$ cat src/rtl/exe_stage.sv
// Execute stage and EXE/MEM pipeline register of the 16-bit five-stage core.
// Computes the ALU result, resolves branches/jumps and squashes wrong-path instructions.
module exe_stage #(
  parameter int unsigned       DATA_W       = 16,
  parameter int unsigned       ADDR_W       = 4,
  parameter int unsigned       FLUSH_CYCLES = 2,
  parameter logic [DATA_W-1:0] NOP_OPN      = 16'h0800
) (
  input  logic              clk,
  input  logic              rst,
  input  logic              mem_stall,
  input  logic [DATA_W-1:0] op1,
  input  logic [DATA_W-1:0] op2,
  input  logic [DATA_W-1:0] opn,
  input  logic [DATA_W-1:0] pc,
  input  logic [DATA_W-1:0] mem_write_value,
  input  logic              mem_write,
  input  logic              mem_read,
  input  logic              reg_write,
  input  logic [ADDR_W-1:0] reg_addr,
  output logic [DATA_W-1:0] alu_result,
  output logic [DATA_W-1:0] mem_write_value_out,
  output logic              mem_write_out,
  output logic              mem_read_out,
  output logic              reg_write_out,
  output logic [ADDR_W-1:0] reg_addr_out,
  output logic [DATA_W-1:0] opn_out,
  output logic              branch_taken,
  output logic [DATA_W-1:0] branch_target,
  output logic              flush
);

  localparam int unsigned CntW = 3;

  typedef enum logic [0:0] {StRun, StFlush} state_e;

  state_e            state_q, state_d;
  logic [CntW-1:0]   cnt_q, cnt_d;
  logic              taken_q, taken_d;
  logic [DATA_W-1:0] target_q, target_d;
  logic [DATA_W-1:0] alu_q, alu_d;
  logic [DATA_W-1:0] mwv_q, mwv_d;
  logic              mw_q, mw_d;
  logic              mr_q, mr_d;
  logic              rw_q, rw_d;
  logic [ADDR_W-1:0] ra_q, ra_d;
  logic [DATA_W-1:0] opn_q, opn_d;

  logic [4:0]        opcode;
  logic [DATA_W-1:0] alu_res;
  logic [3:0]        shamt;
  logic              br_hit;
  logic [DATA_W-1:0] br_target;
  logic [DATA_W-1:0] sext11;
  logic [DATA_W-1:0] sext8;

  assign opcode = opn[15:11];
  assign sext11 = {{(DATA_W-11){opn[10]}}, opn[10:0]};
  assign sext8  = {{(DATA_W-8){opn[7]}}, opn[7:0]};
  // A zero shift field encodes a shift by eight.
  assign shamt  = (op2[2:0] == 3'd0) ? 4'd8 : {1'b0, op2[2:0]};

  always_comb begin
    alu_res = '0;
    case (opcode)
      5'b01001, 5'b01101, 5'b01111: alu_res = op1 + op2;
      5'b10011, 5'b11011:           alu_res = op1 + op2;
      5'b11100: begin
        if (opn[1:0] == 2'b01)      alu_res = op1 + op2;
        else if (opn[1:0] == 2'b11) alu_res = op1 - op2;
      end
      5'b11101: begin
        if (opn[4:0] == 5'b01100)      alu_res = op1 & op2;
        else if (opn[4:0] == 5'b01101) alu_res = op1 | op2;
      end
      5'b00110: begin
        if (opn[1:0] == 2'b00) alu_res = op1 << shamt;
      end
      default: alu_res = '0;
    endcase
  end

  always_comb begin
    br_hit    = 1'b0;
    br_target = pc + sext8;
    case (opcode)
      5'b00010: begin
        br_hit    = 1'b1;
        br_target = pc + sext11;
      end
      5'b00100: br_hit = (op1 == '0);
      5'b00101: br_hit = (op1 != '0);
      5'b11101: begin
        if (opn[7:0] == 8'd0) begin
          br_hit    = 1'b1;
          br_target = op1;
        end
      end
      default: br_hit = 1'b0;
    endcase
  end

  always_comb begin
    state_d  = state_q;
    cnt_d    = cnt_q;
    taken_d  = 1'b0;
    target_d = target_q;
    alu_d    = alu_res;
    mwv_d    = mem_write_value;
    mw_d     = mem_write;
    mr_d     = mem_read;
    rw_d     = reg_write;
    ra_d     = reg_addr;
    opn_d    = opn;
    unique case (state_q)
      StRun: begin
        if (br_hit) begin
          taken_d  = 1'b1;
          target_d = br_target;
          state_d  = StFlush;
          cnt_d    = CntW'(FLUSH_CYCLES);
        end
      end
      StFlush: begin
        // Wrong-path instruction: becomes a bubble and its branch is ignored.
        alu_d = '0;
        mw_d  = 1'b0;
        mr_d  = 1'b0;
        rw_d  = 1'b0;
        ra_d  = '0;
        opn_d = NOP_OPN;
        cnt_d = cnt_q - 3'd1;
        if (cnt_q <= 3'd1) begin
          state_d = StRun;
          cnt_d   = '0;
        end
      end
      default: state_d = StRun;
    endcase
  end

  always_ff @(posedge clk) begin
    if (rst) begin
      state_q  <= StRun;
      cnt_q    <= '0;
      taken_q  <= 1'b0;
      target_q <= '0;
      alu_q    <= '0;
      mwv_q    <= '0;
      mw_q     <= 1'b0;
      mr_q     <= 1'b0;
      rw_q     <= 1'b0;
      ra_q     <= '0;
      opn_q    <= NOP_OPN;
    end else if (mem_stall) begin
      // Everything freezes except the redirect pulse, which must not repeat.
      taken_q <= 1'b0;
    end else begin
      state_q  <= state_d;
      cnt_q    <= cnt_d;
      taken_q  <= taken_d;
      target_q <= target_d;
      alu_q    <= alu_d;
      mwv_q    <= mwv_d;
      mw_q     <= mw_d;
      mr_q     <= mr_d;
      rw_q     <= rw_d;
      ra_q     <= ra_d;
      opn_q    <= opn_d;
    end
  end

  assign alu_result          = alu_q;
  assign mem_write_value_out = mwv_q;
  assign mem_write_out       = mw_q;
  assign mem_read_out        = mr_q;
  assign reg_write_out       = rw_q;
  assign reg_addr_out        = ra_q;
  assign opn_out             = opn_q;
  assign branch_taken        = taken_q;
  assign branch_target       = target_q;
  assign flush               = (state_q == StFlush);

endmodule

$ cat config.mk
export PLATFORM = sky130hd
export DESIGN_NAME = exe_stage
export DESIGN_NICKNAME = d
export VERILOG_FILES = /design/src/rtl/exe_stage.sv
export SDC_FILE = /design/constraint.sdc
export NUM_CORES = 1
export LEC_CHECK = 0
export BUFFER_PORTS_ARGS = -buffer_cell sky130_fd_sc_hd__buf_2
export CAP_MARGIN = 20
export CORE_MARGIN = 5
export CORE_UTILIZATION = 40
export DETAILED_ROUTE_END_ITERATION = 8
export GPL_ROUTABILITY_DRIVEN = 1
export GPL_TIMING_DRIVEN = 0
export HOLD_SLACK_MARGIN = 0.02
export SYNTH_ARGS = -nofsm -noshare
export SYNTH_HDL_FRONTEND = slang
export SYNTH_SLANG_ARGS = --single-unit
$ cat constraint.sdc
create_clock -name clk -period 5.2 [get_ports clk]
set_input_delay 0.78 -clock clk [delete_from_list [all_inputs] [get_ports clk]]
set_output_delay 0.78 -clock clk [all_outputs]
set_load 0.005 [all_outputs]
==> metrics.md <==
| Metric | Value |
|---|---|
| Overflow left after global routing | `0` |
| Final setup viols | `0` |
| Most frequent cells in the layout | `165 x buf_2, 131 x nor2_1, 76 x nand2_1, 76 x dfxtp_1, 70 x ha_1` |
| Port-buffer cells | `162` |
| Largest net degree at the start of global routing | `18` |
| Finished Cell Area | `8210 sq um` |
| FF+latch count, synth | `76` |
| CTS Hold Bufs | `0` |
| Post-Place Cell Area | `between 7000 and 8000 sq um` |
| Worst-Skew Late Latency | `360 ps` |
| Post-DR wirelength/cell | `18.8 microns` |
| Clk buf depth | `2` |
| Via count | `7459` |
| Comb pwr share | `between 30% and 40%` |
| Final setup margin | `668 ps` |
| RSZ-0062 raised after global routing | `false` |
| Max Cap Viol | `0` |
| Via/cell ratio | `5.72` |
| Post-DP HPWL | `19200 microns` |
| Unique masters post-synth | `70` |
| Clock power share | `36.0%` |
| Initial DRC count | `480` |
| Synthesized net count | `1067` |
| Initial Util | `about two fifths` |
| Die height | `roughly 140 microns` |
| Sequential area share after synthesis | `around 22%` |
| Chip width | `141 microns` |
| Post-CTS Setup Bufs | `0` |
| Final setup TNS | `0 ps` |
| CTS tree | `yes` |
| Final nets | `1241` |
| Clock sink count | `76` |
| Num CTS Buffers | `9` |
| Critical Path RT | `about 5400 ps` |
| Post-route antenna net violation count | `0` |
| DIE AREA | `between 15000 and 20000 sq um` |
| Mapped Avg Cell Area | `7.54 sq um` |
| Power Total | `1.85 mW` |
| Yosys top cell by area | `dfxtp_1` |
| WL final | `24500 microns` |
| Sw frac | `a little over a third` |
| Core area | `16600 sq um` |
| Initial antenna violation count | `0` |
| YS warnings | `0` |
| CP Max Fanout | `10` |
| Post-synth EDFFs | `0` |
| Worst Hold Slack | `450 ps` |
| Crit. End Element | `register` |
| CTS Root Cell | `clkbuf_16` |
| Gr usage total | `24.0%` |
| Cell total after placement | `1287` |
| Cell count after synthesis | `roughly 900` |
| Row count | `between 40 and 50` |
| Status | `completed` |
| First-pass GRT wire length | `38100 microns` |
| NetSw | `0.678 mW` |
| Slew Limit Fails | `0` |
| VDD IR-drop max | `150 uV` |
| Drt pass-1 iters | `6` |
| Top cell type's share of synthesized area | `between 20% and 30%` |
| Post-Place Setup Slack | `around 430 ps` |
| Ys async rst share | `0%` |
| Mapped cell area | `6810 sq um` |
| # fillers | `1696` |
| Internal power | `1.18 mW` |
| Share of cells above drive strength 1 | `18.6%` |
| # IOs | `163` |
| CP Launch Type | `input pin` |
| Hold Vio Cnt, Final | `0` |
| Ant diodes | `0` |
| Clock slew at reported path FFs | `70 ps` |
| FMAX | `roughly 220 MHz` |
| Main area contributors after synthesis | `dfxtp_1 22%, ha_1 13%, nor2_1 7.2%, a21oi_1 4.9%, o21ai_0 4.2%` |
| Slew @ Worst Pin | `around 970 ps` |
| Post-CTS resize count | `0` |
| Worst Path Arrival | `approximately 4800 ps` |
| Worst hold path class | `register to register` |
| Fin crit period | `4530 ps` |
| Layout area overhead | `20.5%` |
| Worst Setup Path Type | `input pin to register` |
| Final non-filler cell total | `1303` |
| Pwr/cell area | `226 nW/um^2` |
| Total area of sequential cells | `between 1500 and 2000 sq um` |
| Final Skew | `around 9.6 ps` |
| Most common cell after layout, fill and taps aside | `buf_2` |
| Top FF cell, synth | `dfxtp_1` |
| Slew headroom | `34.6%` |
| Leakage Power | `3.78 nW` |
| Max H-tree Level | `3` |
| Global placement routability congestion | `0.942` |
| Drc violations | `0` |
| Multi-input gate area | `4870 sq um` |
| Final period util | `between 80 and 90%` |
| Sequential share of power | `between 30% and 40%` |
| Number of global-route vias before repair | `6948` |
| Final core utilization | `between 40 and 50%` |
==> state kept, by name, indices dropped and copies added, names as in the netlist, 3 cells and up <==
name,cells
reg_addr_out,4
cnt_q,3
branch_target,16
alu_result,16
mem_write_value_out,16
opn_out,16
==> metal layers <==
layer / GRT usage (%) / part of all wire, % / vias to the layer above
met2: 39.7 / 47 / 309
met5: 0 / 0 / -
met3: 4.60 / 7.2 / 46
met1: 31.7 / 43 / 3464
met4: 7.19 / 2.7 / 0
li1: - / - / 3640
==> cell usage after synthesis (all sizes together), types with 5 or more instances <==
master and number:
nor2 132, dfxtp 76, nand2 76, ha 70
a21oi 67, o21ai 59, inv 55, clkbuf 42
mux2i 28, a22oi 27, nor3 21, a211oi 18
xnor2 15, nand3 13, a21o 11, buf 11
nor2b 11, a311oi 10, nand4 10, nor4 10
a31oi 9, o21bai 9, xor2 9, o211ai 8
o21a 8, a221o 6, a221oi 6, a222oi 6
mux4 6, nand2b 6, o221ai 5, o31ai 5
==> path summary, 6_finish.rpt <==
kind / startpoint / end / slack [ps] / depth (start not counted)
min: alu_result[9] / alu_result[9] / 450 / 2
min reg2reg: alu_result[9] / alu_result[9] / 450 / 2
max: op2[1] / alu_result[15] / 670 / 14
max reg2reg: flush / alu_result[5] / 3030 / 6
==> logic make-up (layout without fill, tap and decap cells) <==
logic type	after synthesis	count (layout)	synth area share (%)
muxes	34	34	6.10
DFF	76	76	22.3
and+or+nand+nor	306	306	20.6
buffers and inverters	108	287	6.23
xor gates and xnor gates	24	24	3.09
adders and majority gates	73	73	13.7
AOI/OAI and AO/OA	283	283	28.0
==> cell type report <==
class / count / area share [%]
Buffer: 53 / 2.65
Tap cell: 220 / 3.35
Multi-Input combinational cell: 720 / 59.3
Timing Repair Buffer: 163 / 9.97
Inverter: 55 / 2.52
Clock buffer: 9 / 2.74
Sequential cell: 76 / 18.5
Clock inverter: 7 / 0.930
==> power groups by stage <==
stage	logic, mW	registers (mW)	clock network (mW)
2_1_floorplan	0.369	0.632	0
3_3_place_gp	0.559	0.630	0
3_5_place_dp	0.559	0.630	0
4_1_cts	0.562	0.617	0.677
5_1_grt	0.629	0.620	0.701
6_report	0.569	0.617	0.667
==> critical path, stage by stage <==
cell and delay, ps:
buf_2 110, buf_2 230, buf_2 270, buf_1 450
inv_1 220, ha_1 360, a211oi_1 210, nor2_1 100
o41ai_1 790, o311ai_0 440, a21oi_1 310, nor4_1 80
o31ai_1 260, o211ai_1 120
No activity file was read; power rests on OpenSTA's default activity.
